`src/rtl/plic_v2_if.sv`:
```
// Register port of plic_v2: one write channel (wen/waddr/wdata/wstrb) and one read
// channel (ren/raddr) with combinational read data.
interface plic_v2_if #(
  parameter int ADDR_W = 12
);
  logic [ADDR_W-1:0] waddr;
  logic [31:0]       wdata;
  logic [3:0]        wstrb;
  logic              wen;
  logic [ADDR_W-1:0] raddr;
  logic              ren;
  logic [31:0]       rdata;

  modport master (output waddr, wdata, wstrb, wen, raddr, ren, input rdata);
  modport slave  (input waddr, wdata, wstrb, wen, raddr, ren, output rdata);
endinterface

```
`src/rtl/plic_v2.sv`:
```
// Platform interrupt controller: per-source level/edge gateway, priority arbiter with threshold,
// claim/complete over a simple register port. Define PLIC_V2_VECTOR_EN for per-source vectors and mvec.
module plic_v2 #(
  parameter  int NUM_SRC = 8,
  parameter  int PRI_W   = 3,
  parameter  int ADDR_W  = 12,
  localparam int ID_W    = $clog2(NUM_SRC + 1)
) (
  input  logic               clk,
  input  logic               rst_n,
  plic_v2_if.slave           bus,
  input  logic [NUM_SRC-1:0] irq_sources,
  output logic               irq_valid,
  output logic [ID_W-1:0]    irq_id
`ifdef PLIC_V2_VECTOR_EN
  ,
  output logic [31:0]        mvec
`endif
);
  localparam logic [1:0] S_IDLE = 2'd0;
  localparam logic [1:0] S_PEND = 2'd1;
  localparam logic [1:0] S_SERV = 2'd2;

  localparam logic [ADDR_W-1:0] A_EN     = ADDR_W'(32'h000);
  localparam logic [ADDR_W-1:0] A_TRIG   = ADDR_W'(32'h004);
  localparam logic [ADDR_W-1:0] A_PEND   = ADDR_W'(32'h008);
  localparam logic [ADDR_W-1:0] A_THRESH = ADDR_W'(32'h00C);
  localparam logic [ADDR_W-1:0] A_CLAIM  = ADDR_W'(32'h010);

  function automatic logic [31:0] merge(input logic [31:0] old, input logic [31:0] wd,
                                        input logic [31:0] mask);
    return (old & ~mask) | (wd & mask);
  endfunction

  logic [NUM_SRC-1:0]       en_reg, trig_reg, trig_next, line_q_reg;
  logic [PRI_W-1:0]         thresh_reg;
  logic [NUM_SRC*PRI_W-1:0] pri_flat;
  logic [NUM_SRC-1:0]       pend, cand, claim_vec;
  logic                     irq_valid_reg;
  logic [ID_W-1:0]          irq_id_reg;
  logic [31:0]              wmask, rd_data;
  logic                     wr_en, wr_trig, wr_thresh, wr_claim, claim_rd, claim_ok;
  logic                     best_found;
  logic [PRI_W-1:0]         best_pri;
  logic [ID_W-1:0]          best_id;

  assign wmask     = {{8{bus.wstrb[3]}}, {8{bus.wstrb[2]}}, {8{bus.wstrb[1]}}, {8{bus.wstrb[0]}}};
  assign wr_en     = bus.wen && (bus.waddr == A_EN);
  assign wr_trig   = bus.wen && (bus.waddr == A_TRIG);
  assign wr_thresh = bus.wen && (bus.waddr == A_THRESH);
  assign wr_claim  = bus.wen && (bus.waddr == A_CLAIM);
  assign claim_rd  = bus.ren && (bus.raddr == A_CLAIM);
  assign claim_ok  = |claim_vec;
  assign trig_next = wr_trig ? NUM_SRC'(merge(32'(trig_reg), bus.wdata, wmask)) : trig_reg;

`ifdef PLIC_V2_VECTOR_EN
  localparam logic [ADDR_W-1:0] A_MVEC = ADDR_W'(32'h014);
  logic [NUM_SRC*32-1:0] vec_flat;
  logic [31:0]           mvec_reg, mvec_next;
  assign mvec = mvec_reg;
`endif

  for (genvar gi = 0; gi < NUM_SRC; gi++) begin : g_src
    localparam logic [ADDR_W-1:0] A_PRI = ADDR_W'(32'h100 + 4 * gi);
    logic [PRI_W-1:0] pri_reg;
    logic [1:0]       st_reg, st_next;
    logic             latch_reg, latch_next;
    logic             edge_det, req, complete_me;

    assign edge_det     = irq_sources[gi] & ~line_q_reg[gi];
    assign req          = trig_reg[gi] ? edge_det : irq_sources[gi];
    assign complete_me  = wr_claim && (bus.wdata[ID_W-1:0] == ID_W'(gi + 1));
    assign pend[gi]     = (st_reg == S_PEND);
    assign cand[gi]     = pend[gi] && en_reg[gi] && (pri_reg > thresh_reg);
    // A claim only succeeds if the registered winner is still a candidate right now.
    assign claim_vec[gi] = claim_rd && (irq_id_reg == ID_W'(gi + 1)) && cand[gi];
    assign pri_flat[gi*PRI_W +: PRI_W] = pri_reg;

    always_comb begin
      st_next    = st_reg;
      latch_next = latch_reg;
      case (st_reg)
        S_IDLE: if (req) st_next = S_PEND;
        S_PEND: begin
          if (trig_reg[gi] && edge_det) latch_next = 1'b1;
          if (claim_vec[gi]) st_next = S_SERV;
        end
        S_SERV: begin
          if (complete_me) begin
            latch_next = 1'b0;
            st_next    = (latch_reg || req) ? S_PEND : S_IDLE;
          end else if (trig_reg[gi] && edge_det) begin
            latch_next = 1'b1;
          end
        end
        default: st_next = S_IDLE;
      endcase
      if (trig_next[gi] != trig_reg[gi]) latch_next = 1'b0;
    end

    always_ff @(posedge clk) begin
      if (!rst_n) begin
        st_reg    <= S_IDLE;
        latch_reg <= 1'b0;
        pri_reg   <= '0;
      end else begin
        st_reg    <= st_next;
        latch_reg <= latch_next;
        if (bus.wen && bus.waddr == A_PRI)
          pri_reg <= PRI_W'(merge(32'(pri_reg), bus.wdata, wmask));
      end
    end

`ifdef PLIC_V2_VECTOR_EN
    localparam logic [ADDR_W-1:0] A_VEC = ADDR_W'(32'h200 + 4 * gi);
    logic [31:0] vec_reg;
    assign vec_flat[gi*32 +: 32] = vec_reg;
    always_ff @(posedge clk) begin
      if (!rst_n) vec_reg <= '0;
      else if (bus.wen && bus.waddr == A_VEC) vec_reg <= merge(vec_reg, bus.wdata, wmask);
    end
`endif
  end

  // Highest priority wins; strict compare keeps the lowest index on ties.
  always_comb begin
    best_found = 1'b0;
    best_pri   = '0;
    best_id    = '0;
    for (int k = 0; k < NUM_SRC; k++) begin
      if (cand[k] && (!best_found || pri_flat[k*PRI_W +: PRI_W] > best_pri)) begin
        best_found = 1'b1;
        best_pri   = pri_flat[k*PRI_W +: PRI_W];
        best_id    = ID_W'(k + 1);
      end
    end
  end

`ifdef PLIC_V2_VECTOR_EN
  always_comb begin
    mvec_next = '0;
    for (int k = 0; k < NUM_SRC; k++)
      if (best_id == ID_W'(k + 1)) mvec_next = vec_flat[k*32 +: 32];
  end
`endif

  always_ff @(posedge clk) begin
    if (!rst_n) begin
      en_reg        <= '0;
      trig_reg      <= '0;
      thresh_reg    <= '0;
      line_q_reg    <= '0;
      irq_valid_reg <= 1'b0;
      irq_id_reg    <= '0;
`ifdef PLIC_V2_VECTOR_EN
      mvec_reg      <= '0;
`endif
    end else begin
      if (wr_en) en_reg <= NUM_SRC'(merge(32'(en_reg), bus.wdata, wmask));
      if (wr_thresh) thresh_reg <= PRI_W'(merge(32'(thresh_reg), bus.wdata, wmask));
      trig_reg      <= trig_next;
      line_q_reg    <= irq_sources;
      irq_valid_reg <= best_found;
      irq_id_reg    <= best_id;
`ifdef PLIC_V2_VECTOR_EN
      mvec_reg      <= mvec_next;
`endif
    end
  end

  always_comb begin
    rd_data = '0;
    if (bus.raddr == A_EN)          rd_data = 32'(en_reg);
    else if (bus.raddr == A_TRIG)   rd_data = 32'(trig_reg);
    else if (bus.raddr == A_PEND)   rd_data = 32'(pend);
    else if (bus.raddr == A_THRESH) rd_data = 32'(thresh_reg);
    else if (bus.raddr == A_CLAIM)  rd_data = (bus.ren && !claim_ok) ? 32'd0 : 32'(irq_id_reg);
`ifdef PLIC_V2_VECTOR_EN
    else if (bus.raddr == A_MVEC)   rd_data = mvec_reg;
    for (int k = 0; k < NUM_SRC; k++)
      if (bus.raddr == ADDR_W'(32'h200 + 4 * k)) rd_data = vec_flat[k*32 +: 32];
`endif
    for (int k = 0; k < NUM_SRC; k++)
      if (bus.raddr == ADDR_W'(32'h100 + 4 * k)) rd_data = 32'(pri_flat[k*PRI_W +: PRI_W]);
  end

  assign bus.rdata = rd_data;
  assign irq_valid = irq_valid_reg;
  assign irq_id    = irq_id_reg;
endmodule

```
`src/flat_wrapper.sv`:
```
// flat-port wrapper written by rule: the top's interface ports become plain ports
module plic_v2_flat 
#(
  parameter  int NUM_SRC = 8,
  parameter  int PRI_W   = 3,
  parameter  int ADDR_W  = 12,
  localparam int ID_W    = $clog2(NUM_SRC + 1)
)
  (clk, rst_n, irq_sources, irq_valid, irq_id, bus_waddr, bus_wdata, bus_wstrb, bus_wen, bus_raddr, bus_ren, bus_rdata);
  plic_v2_if #(.ADDR_W(ADDR_W)) bus_i ();
  input  logic clk;
  input  logic rst_n;
  input  logic [NUM_SRC-1:0] irq_sources;
  output logic irq_valid;
  output logic [ID_W-1:0] irq_id;
  input wire logic [$bits(bus_i.waddr)-1:0] bus_waddr;
  input wire logic [$bits(bus_i.wdata)-1:0] bus_wdata;
  input wire logic [$bits(bus_i.wstrb)-1:0] bus_wstrb;
  input wire logic [$bits(bus_i.wen)-1:0] bus_wen;
  input wire logic [$bits(bus_i.raddr)-1:0] bus_raddr;
  input wire logic [$bits(bus_i.ren)-1:0] bus_ren;
  output wire logic [$bits(bus_i.rdata)-1:0] bus_rdata;
  assign bus_i.waddr = bus_waddr;
  assign bus_i.wdata = bus_wdata;
  assign bus_i.wstrb = bus_wstrb;
  assign bus_i.wen = bus_wen;
  assign bus_i.raddr = bus_raddr;
  assign bus_i.ren = bus_ren;
  assign bus_rdata = bus_i.rdata;
  plic_v2 #(.NUM_SRC(NUM_SRC), .PRI_W(PRI_W), .ADDR_W(ADDR_W)) u_core (.clk(clk), .rst_n(rst_n), .bus(bus_i), .irq_sources(irq_sources), .irq_valid(irq_valid), .irq_id(irq_id));
endmodule
```
`config.mk`:
```
export PLATFORM = sky130hd
export DESIGN_NAME = plic_v2_flat
export DESIGN_NICKNAME = d
export VERILOG_FILES = /design/src/rtl/plic_v2_if.sv /design/src/rtl/plic_v2.sv /design/src/flat_wrapper.sv
export SDC_FILE = /design/constraint.sdc
export NUM_CORES = 1
export LEC_CHECK = 0
export BUFFER_PORTS_ARGS = -buffer_cell sky130_fd_sc_hd__buf_2
export CORE_MARGIN = 3
export CORE_UTILIZATION = 40
export CTS_CLUSTER_DIAMETER = 30
export DETAILED_ROUTE_END_ITERATION = 6
export HOLD_SLACK_MARGIN = 0.12
export PLACE_DENSITY_LB_ADDON = 0.3
export SLEW_MARGIN = 20
export SYNTH_ARGS = -nofsm -noshare
export SYNTH_HDL_FRONTEND = slang
export SYNTH_SLANG_ARGS = --single-unit
export TNS_END_PERCENT = 10
```
`constraint.sdc`:
```
create_clock -name clk -period 13.9 [get_ports clk]
set_input_delay 1.39 -clock clk [delete_from_list [all_inputs] [get_ports clk]]
set_output_delay 1.39 -clock clk [all_outputs]
set_load 0.01 [all_outputs]
```
; ---- Yosys cells after proc, flatten, opt, wreduce, memory -nomap -nowiden
; Index checks and enable logic that the tools add are counted.
[totals]
reg_bits = 80
latch_bits = 0
ramBits = 0
romBits = 0
input_bits = 72
output_inout_bits = 37
word_cells = 412
n_memories = 0
[op_classes]
n_addsub = 0
mul = 0
div = 0
n_lt_le_gt_ge = 15
n_eq_ne = 87
n_shift = 0
muxes = 110
n_bitwise = 41
n_reduce_logical = 128
[ops]
columns = operator, n
row1 = 32-bit two-way mux, 13
row2 = 12-bit by 9-bit equality test with 1-bit output (second input constant), 16
row3 = 1-bit logical AND, 69
row4 = 2-bit two-way mux, 26
row5 = 2-bit case mux with 3 select lines, 8
row6 = 3-bit > comparator, 15
row7 = 1-bit two-way mux, 41
row8 = 12-bit by 4-bit equality test with 1-bit output (second input constant), 3
row9 = 3-bit two-way mux, 11
row10 = 4-bit by 3-bit equality test with 1-bit output (second input constant), 8
row11 = 2-bit by 1-bit inequality test with 1-bit output (second input constant), 16
row12 = 3-bit bitwise AND, 9
row13 = 3-bit bitwise OR, 9
row14 = 8-bit bitwise AND, 3
row15 = 12-bit by 3-bit equality test with 1-bit output (second input constant), 2
row16 = 12-bit by 5-bit equality test with 1-bit output (second input constant), 2
row17 = 12-bit zero test, 2
row18 = 3-bit AND reduction, 8
row19 = 2-bit OR reduction, 9
row20 = 2-bit by 1-bit equality test with 1-bit output (second input constant), 8
row21 = 2-bit equality test (second input constant), 8
row22 = 4-bit by 2-bit equality test with 1-bit output (second input constant), 4
row23 = 2-bit zero test, 8
row24 = 2-bit inequality test (second input constant), 8
row25 = other kinds (14), 75

; ---- Depth between registers and ports, before layout
; Gate-level depths: netlist of the first run.
[logic_depth]
depth_word = 32
depth_mapped = 58

; ---- Worst setup path after synthesis of the first run
; OpenSTA, ideal clock, no wires.
[synth_timing]
path_kind = register to register
from = register with a tool-made name
to = register u_core.irq_id_reg[2], in the netlist u_core.irq_id[2]
setup_ps = 81
arrival_ps = 9776
required_ps = 13819
setup_slack_ps = 4043
path_stages_with_launch = 55
path_cell_list = dfxtp_1 > inv_1 > ha_1 > nor2b_1 > o311ai_0 > nor2_1 > nand2_1 > ha_1 > nor2b_1 > o21a_1 > o21ai_0 > a21oi_1 > a22oi_1 > ha_1 > nor2b_1 > o21a_1 > o21ai_0 > a21oi_1 > [... 19 more ...] > a21oi_1 > a31oi_1 > o21ai_1 > inv_1 > a22oi_1 > ha_1 > a21o_1 > a21oi_1 > a31oi_1 > o21bai_1 > mux2_2 > ha_1 > a21o_1 > a21oi_1 > a31oi_1 > o21bai_1 > nand2_1 > a41oi_1
[synth_lines]
columns = element, line
row1 = end signal: assignment, plic_v2.sv:164  ; irq_id_reg <= best_id;
row2 = end: declaration, plic_v2.sv:40  ; logic [ID_W-1:0] irq_id_reg;

==> metrics.md, run 1 <==
| Metric | Value |
|---|---|
| Pre-antenna DRT Iters | 5 |
| RePlAce Congestion | around 0.9 |
| Max_cap viols | 0 |
| Total power | 0.698 mW |
| Reg-to-reg critical path endpoint | u_core.irq_id[2] |
| WL/cell | 17.5 microns |
| DRC | 0 |
| Nets | 1022 |
| CTS buffer count | 9 |
| Yosys warns | 0 |
| Post-Synthesis Cells | between 800 and 900 |
| Synthesized area per cell | between 7 and 8 sq um |
| Worst Reg2Reg Path Length in Cells | 53 |
| Peak VDD IR | 0.0000598 V |
| Clock H-tree levels | 3 |
| Syn-to-layout area delta | 10.6% |
| Die area | 17700 sq um |
| Crit path kind | flop to flop |
| Layout cell share with drive strength beyond 1 | 0.104 |
| Slew Viols, Final | 0 |
| Row cnt | 45 |
| Root Buffer | clkbuf_16 |
| Sum Neg Setup Slack | 0 ns |
| Final Hold Fails | 0 |
| Power per cell area | about 100 nW/um^2 |
| Clock transition at path regs | around 0.06 ns |
| Min-Delay Path Class | flop to flop |
| Slowest cell delay on critical path | between 0.5 and 0.6 ns |
| Share of the synthesized area in the top cell type | 0.248 |
| Critical Path End Type | flop |
| Core area | between 15000 and 20000 sq um |
| Number of setup buffers added after CTS | 0 |
| Synth area leader | dfxtp_1 |
| Leak | 2.89 nW |
| RSZ-0062 raised after global routing | false |
| Tightest Pin Transition | ~1 ns |
| Synth Register Bits | 80 |
| DR iter-0 viols | between 400 and 500 |
| Fmax achieved | 0.0866 GHz |
| Final period util | 0.831 |
| Hold Buf Count CTS | 0 |
| Hpwl dp | 14000 microns |
| CP Launch Type | flop |
| Vias in the first global route | a little under 6k |
| Clock period minus final worst setup slack | ~12 ns |
| ANT cells | 0 |
| Worst Skew | roughly 0.010 ns |
| Synth area leaders | dfxtp_1 25%, ha_1 16%, nand2_1 5.4% |
| Total GRT Usage | 0.215 |
| Cell variety after synth | 67 |
| Arr. time, crit path | 11.81 ns |
| Worst endpoint required time | 14.17 ns |
| EDFF count, synth | 0 |
| Via Count | roughly 6.2k |
| Async set-reset flop share out of synthesis | 0 |
| Die width | ~130 microns |
| First-pass GRT wire length | a little over 30000 microns |
| Slew headroom | 0.334 |
| Top cell by count, worst path | ha_1 |
| Final setup violation count | 0 |
| Height of the die | between 100 and 150 microns |
| Largest net degree at the start of global routing | 54 |
| Post-synth top flop | dfxtp_1 |
| Slowest cell on the critical path | a21oi_1 |
| Flop2flop setup slack | ~2.4 ns |
| Max Buffers Root-to-Sink | 2 |
| Post-route ant nets | 0 |
| CTS tree | yes |
| Initial antenna violation count | 0 |
| Status | complete, no violations |
| CP max FO | 10 |
| Post-synthesis cell area | ~6500 sq um |
| Resize count post-CTS | 0 |
| Clk sinks | 80 |
| FILL cells | around 1.6k |
| Clk Latency, worst-skew pair | roughly 0.35 ns |
| IO buf count | 57 |
| Seq/Total Area, Yosys | 0.248 |
| Post-Route WL | 18900 microns |
| Initial Util | 0.417 |
| Grt total ovfl | 0 |
| Io pins | between 100 and 150 |
| Avg Vias per Cell | ~5.7 |
| Hold path depth | 2 |
## area by class of cell
cell class                      instances  area [sq um]  share of cell area
Inverter                               45           169              0.0236
Sequential cell                        80          1600               0.224
Multi-Input combinational cell        673          4490               0.628
Clock buffer                           12           246              0.0345
Timing Repair Buffer                   59           300              0.0420
Clock inverter                          4          76.3              0.0107
Tap cell                              211           264              0.0369
## stage by stage
step                      utilization  setup WS (ns)  cell area (sq um)  hold slack (ns)  instances
after floorplan                     -           4.04               6550            0.449        851
after global placement          0.441           2.62               6820            0.474       1068
after detailed placement        0.441           2.52               6820            0.474       1068
after CTS                       0.462           2.46               7150            0.483       1084
after global routing            0.462           1.25               7150            0.504       1084
final                           0.462           2.35               7150            0.479       1084
## placed cells by master (no fill, tap or decap), drive strengths merged, types with 4 or more instances in the layout
cell,n
mux2i,28
clkbuf,12
o21ai,53
nand2,93
and3,6
a21oi,59
buf,59
a31oi,22
or2,5
and2,13
or3,8
nand3b,6
nor4,4
dfxtp,80
nor2b,10
a21o,6
conb,24
o31ai,6
and4b,8
ha,82
nor3,11
nand4,4
a22oi,9
inv,45
nor2,74
o22ai,4
o21a,8
nand3,33
o221ai,7
o211ai,8
nand2b,18
xnor2,8
## cell families (layout without fill, tap and decap cells)
| family | after synthesis | after routing | share of synthesized area |
|---|---|---|---|
| xor+xnor | 8 | 8 | 0.0108 |
| fa+ha+maj | 82 | 82 | 0.159 |
| compound gates | 219 | 219 | 0.216 |
| buf+inv | 98 | 120 | 0.0710 |
| simple gates | 308 | 308 | 0.241 |
| flops | 80 | 80 | 0.248 |
| mux | 32 | 32 | 0.0538 |
| other cells | 1 | 24 | 0.000580 |
## worst max path at each step
stage / depth (start not counted) / to / slack [ns] / from
after floorplan: 54 / u_core.irq_id[2] / 4.04 / flop
after CTS: 53 / u_core.irq_id[2] / 2.46 / flop
after global routing: 54 / u_core.irq_id[2] / 1.25 / flop
final: 53 / u_core.irq_id[2] / 2.35 / flop
after detailed placement: 53 / u_core.irq_id[1] / 2.52 / flop
after global placement: 53 / u_core.irq_id[2] / 2.62 / flop
## critical path, delay by kind of cell (launching register included)
family / cells / cell delay (ns)
AOI/OAI and AO/OA: 33 / 6.47
muxes: 1 / 0.40
buffers and inverters: 2 / 0.45
and+or+nand+nor: 9 / 1.51
adders and majority gates: 8 / 2.30
DFF: 1 / 0.34
## report_power, final
part / switching [mW] / total, mW / internal, mW
clock network: 0.103 / 0.267 / 0.163
registers: 0.0182 / 0.264 / 0.246
logic: 0.103 / 0.167 / 0.0642
## cells in the mapped netlist, drive strengths merged (13+ instances only)
library cell,count
a21oi,59
a31oi,22
and2,13
buf,27
clkbuf,26
dfxtp,80
ha,82
inv,45
mux2i,28
nand2,93
nand2b,18
nand3,33
nor2,74
o21ai,53
## per-layer routing
metal  up-vias  global-route usage  wire length [microns]
met5         -                   0                      0
met4         0              0.0720                    444
met3        26              0.0431                   1220
met2       214               0.336                   8410
met1      2924               0.296                   8860
li1       3030                   -                      -
(Power assumes the default switching activity.)
==> inputs of run 2 (changes only) <==
==> constraint.sdc (replaced) <==
create_clock -name clk -period 9.8 [get_ports clk]
set_input_delay 0.98 -clock clk [delete_from_list [all_inputs] [get_ports clk]]
set_output_delay 0.98 -clock clk [all_outputs]
set_load 0.01 [all_outputs]
==> run 2 against run 1 <==
Flip-flop and latch count stayed put. Core utilization grew 4.0 points. Cell area grew 8.6%. Worst setup slack worse by 2.0 ns. Largest power group is now registers.
==> metrics.md, run 2 (same netlist as run 1, synthesis figures left out) <==
| Metric | Value |
|---|---|
| Io pins | 109 (unchanged) |
| CTS tree | yes |
| Area of the multi-input gates | 4740 sq um (+5.5%) |
| FILL cells | 1538 (-1.9%) |
| Storage element area | 1600 sq um (+0.16%) |
| Grt total ovfl | 0 (unchanged) |
| Tightest Pin Transition | 0.939 ns (-0.0562 ns) |
| IO buf count | 57 (unchanged) |
| Peak VDD IR | 0.000114 V (+91%) |
| Sum Neg Setup Slack | 0 ns (unchanged) |
| Final period util | 0.959 (+0.128) |
| Min-Delay Path Class | flop to flop |
| Slowest cell delay on critical path | 0.34 ns (-0.18 ns) |
| First-pass GRT wire length | 30800 microns (+1.1%) |
| Height of the die | 133 microns (unchanged) |
| Slew headroom | 0.372 (+0.0376) |
| Final setup violation count | 0 (unchanged) |
| Pre-antenna DRT Iters | 6 (+1) |
| Crit path kind | flop to flop |
| Slew Viols, Final | 0 (unchanged) |
| CTS buffer count | 9 (unchanged) |
| Worst endpoint required time | 10.02 ns (-4.15 ns) |
| Dpl ws | -0.350 ns (-2.87 ns) |
| Avg Vias per Cell | 5.69 (-0.47%) |
| WL/cell | 17.4 microns (-0.26%) |
| Post-route ant nets | 0 (unchanged) |
| Arr. time, crit path | 9.62 ns (-2.19 ns) |
| Post-Route WL | 19800 microns (+4.3%) |
| DRC | 0 (unchanged) |
| Max Buffers Root-to-Sink | 2 (unchanged) |
| Final Hold Fails | 0 (unchanged) |
| Row cnt | 45 (unchanged) |
| Max_cap viols | 0 (unchanged) |
| Worst Skew | 0.00930 ns (-0.00114 ns) |
| CP max FO | 5 (-5) |
| Slowest cell on the critical path | mux2_4 |
| Status | complete, no violations |
| CP Launch Type | flop |
| Hold Slack | 0.490 ns (+0.0119 ns) |
| Die area | 17700 sq um (unchanged) |
| Design Area, Final | 7760 sq um (+8.6%) |
| Clock H-tree levels | 3 (unchanged) |
| Vias in the first global route | 5897 (+2.0%) |
| Placed instance area | 7140 sq um (+4.6%) |
| Clock transition at path regs | 0.07 ns (about the same) |
| Most common cell after layout, fill and taps aside | nand2_1 |
| Total power | 0.975 mW (+40%) |
| Clock period minus final worst setup slack | 9.40 ns (-2.15 ns) |
| Fmax achieved | 0.106 GHz (+23%) |
| Initial antenna violation count | 0 (unchanged) |
| Total GRT Usage | 0.217 (+0.00231) |
| Critical Path End Type | flop |
| Core area | 15500 sq um (unchanged) |
| Clk sinks | 80 (unchanged) |
| Nets | 1072 (+4.9%) |
| Commonest non-fill, non-tap cells in the layout | 90 x nand2_1, 78 x dfxtp_1, 74 x ha_1 |
| Die width | 133 microns (unchanged) |
| DR iter-0 viols | 523 (+18%) |
| Layout cell share with drive strength beyond 1 | 0.199 (+0.0951) |
| Power per cell area | 126 nW/um^2 (+29%) |
| RePlAce Congestion | 0.920 (-0.66%) |
| Largest net degree at the start of global routing | 55 (+1.9%) |
| Leak | 3.19 nW (+11%) |
| Post-route setup slack | 0.400 ns (-1.95 ns) |
| RSZ-0062 raised after global routing | true |
| Hpwl dp | 14400 microns (+2.3%) |
| Via Count | 6449 (+4.1%) |
| Initial Util | 0.417 (unchanged) |
| ANT cells | 0 (unchanged) |
| Syn-to-layout area delta | 20.1% |
| Root Buffer | clkbuf_16 |
| Clk Latency, worst-skew pair | 0.36 ns (about the same) |
-- run 2: cell count changes in the layout (fill, tap and decap cells not counted), moves of 4 or more --
cell / previous run / this run
a21oi_1: 59 / 53
a21oi_2: 0 / 5
buf_4: 2 / 49
ha_1: 82 / 74
ha_4: 0 / 7
o21ai_0: 50 / 42
o21ai_1: 2 / 6
o21ai_2: 1 / 5
-- run 2: final timing paths --
| path | start | to | slack (ns) | cells past startpoint |
|---|---|---|---|---|
| max reg2reg | flop | u_core.irq_id[3] | 0.40 | 56 |
| min | flop | flop | 0.49 | 2 |
| min reg2reg | flop | flop | 0.49 | 2 |
| max | flop | u_core.irq_id[3] | 0.40 | 56 |
-- run 2: metrics by stage --
stage          std cells   util
2_1_floorplan        851      -
5_1_grt             1134  0.501
6_report            1134  0.501
3_3_place_gp        1109  0.461
4_1_cts             1126  0.483
3_5_place_dp        1109  0.461
-- run 2: timing repair --
action	in CTS	in global routing
buffers inserted	1	8
setup endpoints to repair	4	4
hold buffers	0	0
resized for setup	11	51
pin swaps	3	34
-- run 2: critical path: cells and delay by family (launching register included) --
family	cells	cell delay, ns
adder cells (fa/ha/maj)	8	2.05
AND/OR/NAND/NOR	9	0.88
multiplexers	1	0.34
AO/OA/AOI/OAI	34	5.21
flip-flops	1	0.33
buffers and inverters	4	0.46
-- run 2: cell type report --
cell class / count / share of cell area
Clock buffer: 9 / 0.0290
Clock inverter: 7 / 0.00999
Inverter: 45 / 0.0218
Multi-Input combinational cell: 673 / 0.610
Sequential cell: 80 / 0.207
Tap cell: 211 / 0.0340
Timing Repair Buffer: 109 / 0.0885
-- run 2: routing by layer --
| layer | up-vias | share of wire | GRT usage |
|---|---|---|---|
| li1 | 3127 | - | - |
| met1 | 3040 | 0.45 | 0.299 |
| met2 | 238 | 0.45 | 0.342 |
| met3 | 44 | 0.070 | 0.0306 |
| met4 | 0 | 0.029 | 0.0880 |
| met5 | - | 0 | 0 |
-- run 2: report_power, final --
group	internal (mW)	switching, mW	leakage (nW)
Clock	0.200	0.155	0.146
Sequential	0.349	0.0235	0.650
Combinational	0.0963	0.151	2.40
Total	0.645	0.330	3.19
